==> config.mk <==
export PLATFORM = sky130hd
export DESIGN_NAME = cache_tag_ctrl_flat
export DESIGN_NICKNAME = d
export VERILOG_FILES = /design/src/rtl/cache_tag_ctrl_if.sv /design/src/rtl/cache_tag_ctrl.sv /design/src/flat_wrapper.sv
export SDC_FILE = /design/constraint.sdc
export NUM_CORES = 1
export LEC_CHECK = 0
export ABC_AREA = 1
export CAP_MARGIN = 20
export CELL_PAD_IN_SITES_DETAIL_PLACEMENT = 1
export CELL_PAD_IN_SITES_GLOBAL_PLACEMENT = 1
export CORE_MARGIN = 2
export CORE_UTILIZATION = 33
export DETAILED_ROUTE_END_ITERATION = 12
export GPL_TIMING_DRIVEN = 0
export HOLD_SLACK_MARGIN = 0.03
export PLACE_DENSITY = 0.93
export SLEW_MARGIN = 20
export SYNTH_ARGS = -nofsm -noshare
export SYNTH_HDL_FRONTEND = slang
export SYNTH_SLANG_ARGS = --single-unit
==> constraint.sdc <==
create_clock -name clk -period 5.25 [get_ports clk]
set_input_delay 0.7875 -clock clk [delete_from_list [all_inputs] [get_ports clk]]
set_output_delay 0.7875 -clock clk [all_outputs]
set_load 0.01 [all_outputs]
==> src/rtl/cache_tag_ctrl_if.sv <==
// Bus bundle between the cache control FSM, the tag controller and the
// 4-way tag array.
// The slave modport is the tag controller's view.
// The master modport is the requester/array view.
interface cache_tag_ctrl_if #(
    parameter int bitsDirect  = 10,
    parameter int sizeBitLine = 37
);
    // request / response handshake
    logic                     req_valid;
    logic                     req_ready;
    logic                     req_op;
    logic [bitsDirect-1:0]    req_index;
    logic [sizeBitLine-2:0]   req_tag;
    logic                     resp_valid;
    logic                     resp_ready;
    logic                     resp_hit;
    logic [1:0]               resp_way;
    logic                     resp_evict;
    logic [sizeBitLine-2:0]   resp_evict_tag;
    // tag array access port
    logic [3:0]               tag_write_enable;
    logic                     tag_read_enable;
    logic [bitsDirect-1:0]    tag_adress;
    logic [sizeBitLine-1:0]   tag_data_in;
    logic [sizeBitLine-1:0]   tag_data_out1;
    logic [sizeBitLine-1:0]   tag_data_out2;
    logic [sizeBitLine-1:0]   tag_data_out3;
    logic [sizeBitLine-1:0]   tag_data_out4;

    modport slave (
        input  req_valid, req_op, req_index, req_tag, resp_ready,
               tag_data_out1, tag_data_out2, tag_data_out3, tag_data_out4,
        output req_ready, resp_valid, resp_hit, resp_way, resp_evict, resp_evict_tag,
               tag_write_enable, tag_read_enable, tag_adress, tag_data_in
    );

    modport master (
        output req_valid, req_op, req_index, req_tag, resp_ready,
               tag_data_out1, tag_data_out2, tag_data_out3, tag_data_out4,
        input  req_ready, resp_valid, resp_hit, resp_way, resp_evict, resp_evict_tag,
               tag_write_enable, tag_read_enable, tag_adress, tag_data_in
    );
endinterface

==> src/rtl/cache_tag_ctrl.sv <==
// Lookup/allocation controller for a 4-way tag store.
// It reads a set, compares the tags and picks a victim.
// On an allocate miss it installs the new tag line; on an invalidate hit it
// clears the hit line.
// Line format: [sizeBitLine-1] = valid, [sizeBitLine-2:0] = tag.
// Optional macro CACHE_TAG_PLRU_EN selects per-set tree pseudo-LRU
// replacement. The default is a single global round-robin pointer.
module cache_tag_ctrl #(
    parameter int bitsDirect  = 10,
    parameter int sizeBitLine = 37
) (
    input logic              clk,
    input logic              gen_reset,
    cache_tag_ctrl_if.slave  bus
);
    localparam int TAG_W    = sizeBitLine - 1;
    localparam int NUM_SETS = 1 << bitsDirect;

    typedef enum logic [2:0] {IDLE, READ, CMP, FILL, RESP} state_t;

    state_t                 state_q, state_d;
    logic                   op_q;
    logic [bitsDirect-1:0]  idx_q;
    logic [TAG_W-1:0]       tag_q;
    logic                   hit_q;
    logic [1:0]             hit_way_q;
    logic [1:0]             vic_way_q;
    logic [sizeBitLine-1:0] vic_line_q;
    logic                   resp_hit_q;
    logic [1:0]             resp_way_q;
    logic                   resp_evict_q;
    logic [TAG_W-1:0]       resp_evict_tag_q;

    logic [sizeBitLine-1:0] lines [4];
    logic [3:0]             hit_vec;
    logic                   any_hit;
    logic [1:0]             hit_way;
    logic                   any_invalid;
    logic [1:0]             inv_way;
    logic [1:0]             policy_way;
    logic [1:0]             vic_way;

    assign lines[0] = bus.tag_data_out1;
    assign lines[1] = bus.tag_data_out2;
    assign lines[2] = bus.tag_data_out3;
    assign lines[3] = bus.tag_data_out4;

`ifdef CACHE_TAG_PLRU_EN
    // Tree bits: [0] root (0 = left pair 0/1, 1 = right pair 2/3),
    // [1] chooses between ways 0/1 and [2] chooses between ways 2/3.
    logic [2:0] plru_q [NUM_SETS];
    logic [2:0] plru_cur;

    function automatic logic [1:0] plru_victim(input logic [2:0] t);
        if (!t[0]) plru_victim = t[1] ? 2'd1 : 2'd0;
        else       plru_victim = t[2] ? 2'd3 : 2'd2;
    endfunction

    // Point every tree node on the path away from the accessed way.
    function automatic logic [2:0] plru_touch(input logic [2:0] t, input logic [1:0] way);
        logic [2:0] n;
        n = t;
        if (!way[1]) begin
            n[0] = 1'b1;
            n[1] = ~way[0];
        end else begin
            n[0] = 1'b0;
            n[2] = ~way[0];
        end
        plru_touch = n;
    endfunction

    assign plru_cur   = plru_q[idx_q];
    assign policy_way = plru_victim(plru_cur);

    // Per-set PLRU update: on a lookup hit in CMP and on an allocating fill.
    // NOTE: this state array is reset because it decides the victim from the first
    // access. A plain RAM without a reset would come up as X.
    always_ff @(posedge clk or posedge gen_reset) begin
        if (gen_reset) begin
            for (int s = 0; s < NUM_SETS; s++) plru_q[s] <= '0;
        end else if (state_q == CMP && !op_q && hit_q) begin
            plru_q[idx_q] <= plru_touch(plru_cur, hit_way_q);
        end else if (state_q == FILL && !op_q) begin
            plru_q[idx_q] <= plru_touch(plru_cur, vic_way_q);
        end
    end
`else
    logic [1:0] rr_q;
    logic       vic_pol_q;

    assign policy_way = rr_q;

    // Global round-robin pointer: it advances only after a fill whose victim it chose.
    always_ff @(posedge clk or posedge gen_reset) begin
        if (gen_reset) begin
            rr_q      <= '0;
            vic_pol_q <= 1'b0;
        end else begin
            if (state_q == READ) vic_pol_q <= ~any_invalid;
            if (state_q == FILL && !op_q && vic_pol_q) rr_q <= rr_q + 2'd1;
        end
    end
`endif

    // Hit compare and victim choice on the lines returned in READ.
    // NOTE: every signal gets a default before the loops. Without one, a path that
    // skips an assignment would infer a latch.
    always_comb begin
        hit_vec     = '0;
        any_hit     = 1'b0;
        hit_way     = 2'd0;
        any_invalid = 1'b0;
        inv_way     = 2'd0;
        for (int w = 0; w < 4; w++) begin
            hit_vec[w] = lines[w][sizeBitLine-1] && (lines[w][TAG_W-1:0] == tag_q);
        end
        // Scan downward so that the lowest matching way is the one kept.
        for (int w = 3; w >= 0; w--) begin
            if (hit_vec[w]) begin
                any_hit = 1'b1;
                hit_way = 2'(w);
            end
            if (!lines[w][sizeBitLine-1]) begin
                any_invalid = 1'b1;
                inv_way     = 2'(w);
            end
        end
        vic_way = any_invalid ? inv_way : policy_way;
    end

    // State register.
    // NOTE: sequential state uses non-blocking assignments. Every register then
    // samples pre-edge values, whatever order the blocks are written in.
    always_ff @(posedge clk or posedge gen_reset) begin
        if (gen_reset) state_q <= IDLE;
        else           state_q <= state_d;
    end

    // Next-state decode.
    always_comb begin
        state_d = state_q;
        case (state_q)
            IDLE: if (bus.req_valid) state_d = READ;
            READ: state_d = CMP;
            CMP: begin
                if (!op_q) state_d = hit_q ? RESP : FILL;
                else       state_d = hit_q ? FILL : RESP;
            end
            FILL: state_d = RESP;
            RESP: if (bus.resp_ready) state_d = IDLE;
            default: state_d = IDLE;
        endcase
    end

    // Request capture, compare results and response registers.
    always_ff @(posedge clk or posedge gen_reset) begin
        if (gen_reset) begin
            op_q             <= 1'b0;
            idx_q            <= '0;
            tag_q            <= '0;
            hit_q            <= 1'b0;
            hit_way_q        <= '0;
            vic_way_q        <= '0;
            vic_line_q       <= '0;
            resp_hit_q       <= 1'b0;
            resp_way_q       <= '0;
            resp_evict_q     <= 1'b0;
            resp_evict_tag_q <= '0;
        end else begin
            case (state_q)
                IDLE: if (bus.req_valid) begin
                    op_q  <= bus.req_op;
                    idx_q <= bus.req_index;
                    tag_q <= bus.req_tag;
                end
                READ: begin
                    hit_q      <= any_hit;
                    hit_way_q  <= hit_way;
                    vic_way_q  <= vic_way;
                    vic_line_q <= lines[vic_way];
                end
                CMP: begin
                    resp_hit_q <= hit_q;
                    // The invalidate path fills the hit way. A hit always reports its hit way.
                    if (hit_q)      resp_way_q <= hit_way_q;
                    else if (!op_q) resp_way_q <= vic_way_q;
                    else            resp_way_q <= 2'd0;
                    resp_evict_q     <= !op_q && !hit_q && vic_line_q[sizeBitLine-1];
                    resp_evict_tag_q <= (!op_q && !hit_q && vic_line_q[sizeBitLine-1])
                                        ? vic_line_q[TAG_W-1:0] : '0;
                end
                default: ;
            endcase
        end
    end

    // Array port and handshake outputs. Gating with gen_reset drops a write at once.
    always_comb begin
        bus.req_ready        = (state_q == IDLE);
        bus.resp_valid       = (state_q == RESP);
        bus.resp_hit         = resp_hit_q;
        bus.resp_way         = resp_way_q;
        bus.resp_evict       = resp_evict_q;
        bus.resp_evict_tag   = resp_evict_tag_q;
        bus.tag_read_enable  = (state_q == IDLE) && bus.req_valid && !gen_reset;
        bus.tag_adress       = bus.tag_read_enable ? bus.req_index : idx_q;
        bus.tag_write_enable = '0;
        bus.tag_data_in      = '0;
        if (state_q == FILL && !gen_reset) begin
            bus.tag_write_enable = 4'b0001 << resp_way_q;
            if (!op_q) bus.tag_data_in = {1'b1, tag_q};
        end
    end
endmodule
==> src/flat_wrapper.sv <==
// flat-port wrapper written by rule: the top's interface ports become plain ports
module cache_tag_ctrl_flat 
#(
    parameter int bitsDirect  = 10,
    parameter int sizeBitLine = 37
)
  (clk, gen_reset, bus_req_valid, bus_req_op, bus_req_index, bus_req_tag, bus_resp_ready, bus_tag_data_out1, bus_tag_data_out2, bus_tag_data_out3, bus_tag_data_out4, bus_req_ready, bus_resp_valid, bus_resp_hit, bus_resp_way, bus_resp_evict, bus_resp_evict_tag, bus_tag_write_enable, bus_tag_read_enable, bus_tag_adress, bus_tag_data_in);
  cache_tag_ctrl_if #(.bitsDirect(bitsDirect), .sizeBitLine(sizeBitLine)) bus_i ();
  input logic clk;
  input logic gen_reset;
  input wire logic [$bits(bus_i.req_valid)-1:0] bus_req_valid;
  input wire logic [$bits(bus_i.req_op)-1:0] bus_req_op;
  input wire logic [$bits(bus_i.req_index)-1:0] bus_req_index;
  input wire logic [$bits(bus_i.req_tag)-1:0] bus_req_tag;
  input wire logic [$bits(bus_i.resp_ready)-1:0] bus_resp_ready;
  input wire logic [$bits(bus_i.tag_data_out1)-1:0] bus_tag_data_out1;
  input wire logic [$bits(bus_i.tag_data_out2)-1:0] bus_tag_data_out2;
  input wire logic [$bits(bus_i.tag_data_out3)-1:0] bus_tag_data_out3;
  input wire logic [$bits(bus_i.tag_data_out4)-1:0] bus_tag_data_out4;
  output wire logic [$bits(bus_i.req_ready)-1:0] bus_req_ready;
  output wire logic [$bits(bus_i.resp_valid)-1:0] bus_resp_valid;
  output wire logic [$bits(bus_i.resp_hit)-1:0] bus_resp_hit;
  output wire logic [$bits(bus_i.resp_way)-1:0] bus_resp_way;
  output wire logic [$bits(bus_i.resp_evict)-1:0] bus_resp_evict;
  output wire logic [$bits(bus_i.resp_evict_tag)-1:0] bus_resp_evict_tag;
  output wire logic [$bits(bus_i.tag_write_enable)-1:0] bus_tag_write_enable;
  output wire logic [$bits(bus_i.tag_read_enable)-1:0] bus_tag_read_enable;
  output wire logic [$bits(bus_i.tag_adress)-1:0] bus_tag_adress;
  output wire logic [$bits(bus_i.tag_data_in)-1:0] bus_tag_data_in;
  assign bus_i.req_valid = bus_req_valid;
  assign bus_i.req_op = bus_req_op;
  assign bus_i.req_index = bus_req_index;
  assign bus_i.req_tag = bus_req_tag;
  assign bus_i.resp_ready = bus_resp_ready;
  assign bus_i.tag_data_out1 = bus_tag_data_out1;
  assign bus_i.tag_data_out2 = bus_tag_data_out2;
  assign bus_i.tag_data_out3 = bus_tag_data_out3;
  assign bus_i.tag_data_out4 = bus_tag_data_out4;
  assign bus_req_ready = bus_i.req_ready;
  assign bus_resp_valid = bus_i.resp_valid;
  assign bus_resp_hit = bus_i.resp_hit;
  assign bus_resp_way = bus_i.resp_way;
  assign bus_resp_evict = bus_i.resp_evict;
  assign bus_resp_evict_tag = bus_i.resp_evict_tag;
  assign bus_tag_write_enable = bus_i.tag_write_enable;
  assign bus_tag_read_enable = bus_i.tag_read_enable;
  assign bus_tag_adress = bus_i.tag_adress;
  assign bus_tag_data_in = bus_i.tag_data_in;
  cache_tag_ctrl #(.bitsDirect(bitsDirect), .sizeBitLine(sizeBitLine)) u_core (.clk(clk), .gen_reset(gen_reset), .bus(bus_i));
endmodule
==> results of run 1 <==
==> power breakdown <==
group | total (uW) | switching [uW] | internal, uW
logic | 3040 | 2000 | 1040
registers | 1820 | 399 | 1420
clock network | 1270 | 635 | 635
total | 6120 | 3030 | 3090
==> sequential cells by signal (all words and copies together), names as in the netlist, 3 cells and up <==
signal	cells
u_core.bus.resp_evict_tag	36
u_core.idx_q	10
u_core.state_q	3
u_core.tag_q	36
u_core.vic_line_q	37
==> final cells by class <==
cell class,count,area (um^2),share of cell area (%)
multi-input cells,1066,4890,36.4
plain buffers,61,352,2.62
clock inverters,15,151,1.13
diodes,1,2.50,0.0186
well taps,378,473,3.52
flip-flops and latches,135,3380,25.2
clock buffers,17,425,3.17
inverters,212,803,5.98
repair buffers,293,2950,22.0
==> final timing paths <==
kind                                                from                             to  slack, ns  cells after the start
max                                            gen_reset            bus_tag_data_in[33]       1.38                      8
min in group asynchronous                      gen_reset                u_core.idx_q[1]       0.83                      2
max in group asynchronous                      gen_reset           u_core.vic_line_q[6]       3.66                      3
min reg2reg                u_core.bus.resp_evict_tag[25]  u_core.bus.resp_evict_tag[25]       0.49                      2
min                        u_core.bus.resp_evict_tag[25]  u_core.bus.resp_evict_tag[25]       0.49                      2
max reg2reg                             u_core.tag_q[25]                   u_core.hit_q       2.86                     12
==> Yosys cell counts, drive strengths merged <==
master    n  share of area [%]
dfrtp   135                 36
o21ai   194                 10
inv     212                8.5
nor2    206                8.3
clkbuf   25                1.1
xor2      7               0.65
nand2   423                 17
a21boi    1              0.080
a21oi    96                5.1
or2       2               0.13
nor3     11               0.76
o221ai    1              0.093
o22ai     7               0.47
mux2      2               0.24
nand3b    3               0.24
and2      3               0.20
nand3    22                1.2
nand4    34                2.3
xnor2    46                4.3
ha        1               0.13
and3      1              0.067
buf      36                2.7
nor4      1              0.067
o31ai     2               0.16
o211ai    3               0.24
==> cell families (layout without fill, tap and decap cells) <==
logic type | after synthesis | in the layout | synth area share, %
adders and majority gates | 1 | 1 | 0.133
DFF | 135 | 135 | 35.9
xor gates and xnor gates | 53 | 53 | 4.93
AOI/OAI and AO/OA | 304 | 304 | 16.5
buffers and inverters | 273 | 598 | 12.2
muxes | 2 | 2 | 0.239
other | 0 | 1 | 0
and+or+nand+nor | 706 | 706 | 30.2
==> worst max-delay path: cells and delay by family <==
family	cells	cell delay (ns)
buffers and inverters	5	1.66
AND/OR/NAND/NOR	3	0.62
==> stage by stage <==
stage / setup slack, ns / total power (uW) / util [%] / hold slack, ns / setup TNS [ns]
6_report: 1.38 / 6120 / 48.1 / 0.493 / 0
5_1_grt: 1.20 / 6440 / 48.0 / 0.517 / 0
4_1_cts: 1.40 / 6050 / 48.0 / 0.487 / 0
3_5_place_dp: 1.41 / 4780 / 46.0 / 0.468 / 0
3_3_place_gp: -0.953 / 4650 / 45.9 / 0.460 / -127.09
2_1_floorplan: 0.851 / 3330 / - / 0.442 / 0
==> metal layers <==
metal / wire length [um] / share of wire (%)
met1: 22200 / 42
met2: 25700 / 48
met3: 3200 / 6.0
met4: 1980 / 3.7
met5: 0 / 0
==> results_dict.tcl, run 1 <==
set metrics [dict create \
    areaGrowthSynthToFinish_pct 42.6 \
    drive_gt1_share_pct 4.84 \
    nNetsFinal 1986 \
    cts_buffers 17 \
    relSlewSlack_pct 51.0 \
    cts_buffer_depth 2 \
    dieArea_um2 29900 \
    viasPerCell 5.25 \
    syn_area_um2 9410 \
    post_cts.repair.setup_buffers 0 \
    cts_tree "done" \
    wire_per_inst_um 24.4 \
    vias 11400 \
    final_hold_viol_count 0 \
    crit_chain "clkdlybuf4s50_1, nor4_1, inv_1, nor2_2, inv_2, buf_6, nor2_1, clkdlybuf4s50_1" \
    clkLatencyLatePin_ns 0.46 \
    critPathSlowestCell "clkdlybuf4s50_1" \
    hpwl_um 43900 \
    antenna_left 0 \
    globalRouteMet2Util_pct 61.1 \
    synth_seq_area_share_pct 35.9 \
    gr-usage-all-layers_pct 35.2 \
    final_cells 2178 \
    tightestPinTransition_ns 0.735 \
    clock-root-buffer "clkbuf_16" \
    grt_pass1_wl_um 77200 \
    die_h_um 173 \
    p_leak_uw 0.00638 \
    nFillCells 3710 \
    critPathMostFrequentCell "clkdlybuf4s50_1" \
    grt.busiest_layer "met2" \
    gp_congestion 0.959 \
    cp-end-kind "output port" \
    outcome "finished, final reports clean" \
    setup_viol 0 \
    finalMaxSlewViolations 0 \
    drt_iter0_drc 917 \
    ir_worst_vdd_v 0.000252 \
    timing.fmax_ghz 0.258 \
    routed_wl_um 53100 \
    grt_use_met3_pct 5.30 \
    powerDensity_nw_per_um2 456 \
    required_ns 4.46 \
    hold_buffers 0 \
    cts.sinks 135 \
    grt_pass1_vias 12100 \
    mostFrequentLayoutCells "nand2_1, clkdlybuf4s50_1, inv_1" \
    min_period_ns 3.87 \
    io_buffers 292 \
    synth_nets 1674 \
    synthDistinctLibCells 37 \
    placed_area_um2 12800 \
    cts-resized-gates 0 \
    layout_commonest_cell "nand2_1" \
    die_width_um 173 \
    skew_ns 0.0287 \
    critPathKind "in2out" \
    hp-class "reg2reg" \
    place_inst 2145 \
    grt_max_degree 90 \
    path_max_fanout 10 \
    syn_inst 1474 \
    drv_cap 0 \
    fp-row-count 61 \
    synth_seq_cells 135 \
    worst_ep_arrival_time_ns 3.08 \
    path_clk_slew_ns 0.08 \
    drc 0 \
    antenna_found_initial 1 \
    grt_util_met1_pct 43.9 \
    overflow 0 \
    start_kind "primary input" \
    fin_area_um2 13400 \
    max_stage_delay_ns 0.56 \
    yosys_warnings 0 \
    start_util_pct 33.7 \
    rsz0062_at_grt "false" \
    io_pins 293 \
    core_area_um2 27900 \
    finalCritPeriodShare_pct 73.8 \
    drt_pass1_iterations 5 \
    cts_max_level 4 \
    avgSynthCellArea_um2 6.39 \
]
No activity file was read; power rests on OpenSTA's default activity.
==> inputs of run 2 (changes only) <==
==> constraint.sdc (replaced) <==
create_clock -name clk -period 4 [get_ports clk]
set_input_delay 0.6 -clock clk [delete_from_list [all_inputs] [get_ports clk]]
set_output_delay 0.6 -clock clk [all_outputs]
set_load 0.01 [all_outputs]
==> run 2 against run 1 <==
Wire length is 1.7% higher. Clock power grew 37%. Flip-flop and latch count unchanged. Design area grew 0.61%. Worst setup slack got worse by 0.88 ns. Core utilization grew 0.29 points. Power up 34%. Cell count hardly changed. Non-clock buffer count increased by 3. Count of clock-buffer cells in the layout unchanged. Critical path depth stayed put. Largest power group unchanged.
==> results_dict.tcl, run 2 (same netlist as run 1, synthesis figures left out) <==
set metrics [dict create \
    outcome "finished, final reports clean" \
    seq_area_um2 3380 \
    rr_worst_depth 11 \
    cts_buffers 17 \
    overflow 0 \
    holdWs_ns 0.489 \
    grt_util_met1_pct 45.0 \
    start_kind "primary input" \
    crit_chain "clkdlybuf4s50_1, nor4_1, inv_1, nor2_2, inv_2, buf_6, nor2_1, clkdlybuf4s50_1" \
    grt_pass1_wl_um 78500 \
    critPathMostFrequentCell "clkdlybuf4s50_1" \
    die_width_um 173 \
    switching_share_pct 49.5 \
    hold_buffers 0 \
    areaGrowthSynthToFinish_pct 43.5 \
    finalCritPeriodShare_pct 87.5 \
    p_int_uw 4130 \
    final_hold_viol_count 0 \
    antenna_left 0 \
    finalMaxSlewViolations 0 \
    cts-resized-gates 0 \
    drc 0 \
    clkLatencyLatePin_ns 0.45 \
    drv_cap 0 \
    drt_iter0_drc 869 \
    critPathKind "in2out" \
    timing.rr.start "u_core.tag_q[33]" \
    p_clk_share_pct 21.3 \
    nNetsFinal 1989 \
    timing.fmax_ghz 0.286 \
    min_period_ns 3.50 \
    grt_max_degree 38 \
    critPathSlowestCell "clkdlybuf4s50_1" \
    grt_use_met3_pct 4.79 \
    dieArea_um2 29900 \
    rsz0062_at_grt "false" \
    cts_max_level 4 \
    largest-register "u_core.vic_line_q" \
    post_cts.repair.setup_buffers 0 \
    wire_per_inst_um 24.8 \
    cts_tree "done" \
    drt_pass1_iterations 7 \
    cts.sinks 135 \
    skew_ns 0.0191 \
    path_clk_slew_ns 0.07 \
    ir_worst_vdd_v 0.000288 \
    gp_congestion 0.974 \
    path_max_fanout 10 \
    gr-usage-all-layers_pct 35.7 \
    relSlewSlack_pct 55.9 \
    io_pins 293 \
    min_to "u_core.vic_pol_q" \
    routed_wl_um 54000 \
    p_comb_share_pct 49.4 \
    die_h_um 173 \
    required_ns 3.40 \
    max_stage_delay_ns 0.57 \
    reg2reg_setup_slack_ns 1.60 \
    globalRouteMet2Util_pct 62.0 \
    p_leak_uw 0.00641 \
    setup-tns-final_ns 0 \
    crit_start "gen_reset" \
    cp-end-kind "output port" \
    antenna_found_initial 0 \
    worst_ep_arrival_time_ns 2.90 \
    drive_gt1_share_pct 4.99 \
    grt_pass1_vias 12300 \
    mostFrequentLayoutCells "nand2_1, clkdlybuf4s50_1, inv_1" \
    fp-row-count 61 \
    min_from "u_core.vic_pol_q" \
    hp-class "reg2reg" \
    setup_viol 0 \
    nFillCells 3698 \
    r2r_end "u_core.hit_way_q[1]" \
    multi_input_area_um2 4890 \
    clock-root-buffer "clkbuf_16" \
    vias 11500 \
    grt.busiest_layer "met2" \
    core_area_um2 27900 \
    antennaDiodeCount 0 \
    largest_reg_flops 37 \
    hold_path_depth 2 \
    seq_power_share_pct 29.3 \
    start_util_pct 33.7 \
    tightestPinTransition_ns 0.661 \
    p_sw_uw 4040 \
    cts_buffer_depth 2 \
    viasPerCell 5.28 \
    io_buffers 292 \
    powerDensity_nw_per_um2 606 \
    hpwl_um 45300 \
    layout_commonest_cell "nand2_1" \
]
-- run 2: changes by cell type in the layout (fill, tap and decap cells not counted), sizes merged --
| cell | before | now |
|---|---|---|
| diode | 1 | 0 |
| clkinvlp | 1 | 2 |
| bufinv | 0 | 1 |
| inv | 221 | 220 |
| clkinv | 5 | 4 |
| buf | 37 | 40 |
-- run 2: power by group through the flow --
| stage | combinational (uW) | sequential, uW | clock [uW] |
|---|---|---|---|
| 6_report | 4040 | 2400 | 1740 |
| 5_1_grt | 4350 | 2420 | 1770 |
| 4_1_cts | 3980 | 2360 | 1720 |
| 3_5_place_dp | 3950 | 2380 | 0 |
| 3_3_place_gp | 3780 | 2350 | 0 |
| 2_1_floorplan | 2200 | 2160 | 0 |
-- run 2: worst max path at each step --
| stage | end | slack, ns | depth (start not counted) |
|---|---|---|---|
| 2_1_floorplan | u_core.bus.resp_evict | 1.72 | 1 |
| 3_3_place_gp | u_core.tag_q[10] | 0.50 | 2 |
| 3_5_place_dp | bus_tag_data_in[23] | 0.53 | 8 |
| 4_1_cts | bus_tag_data_in[23] | 0.52 | 8 |
| 5_1_grt | bus_tag_data_in[23] | 0.37 | 8 |
| 6_report | bus_tag_data_in[27] | 0.50 | 8 |
-- run 2: final cells by class --
cell class,count,share of cell area [%]
buffer,61,2.60
timing repair buffer,296,22.3
inverter,212,5.92
multi-input combinational,1066,36.2
tap,378,3.50
clock inverter,15,1.32
clock buffer,17,3.15
sequential,135,25.0
-- run 2: metrics by stage --
stage | worst slack, ns | util (%) | total power [uW] | cells | area, um^2
floorplan | 1.72 | - | 4370 | 1474 | 9420
global placement | 0.499 | 45.9 | 6120 | 2144 | 12800
CTS | 0.516 | 48.3 | 8060 | 2180 | 13500
detailed placement | 0.529 | 46.2 | 6330 | 2148 | 12900
finish | 0.500 | 48.3 | 8180 | 2180 | 13500
global route | 0.366 | 48.3 | 8550 | 2180 | 13500
-- run 2: worst max-delay path, delay by kind of cell --
family	cells	cell delay, ns
AND/OR/NAND/NOR	3	0.65
buffers and inverters	5	1.63
-- run 2: routing by layer --
metal  part of all wire (%)  wire length, um  vias up
met2                     49            26500      448
met3                    4.6             2480      101
met5                      0                0        -
met4                    3.8             2050        0
met1                     43            23000     5715
li1                       -                -     5252
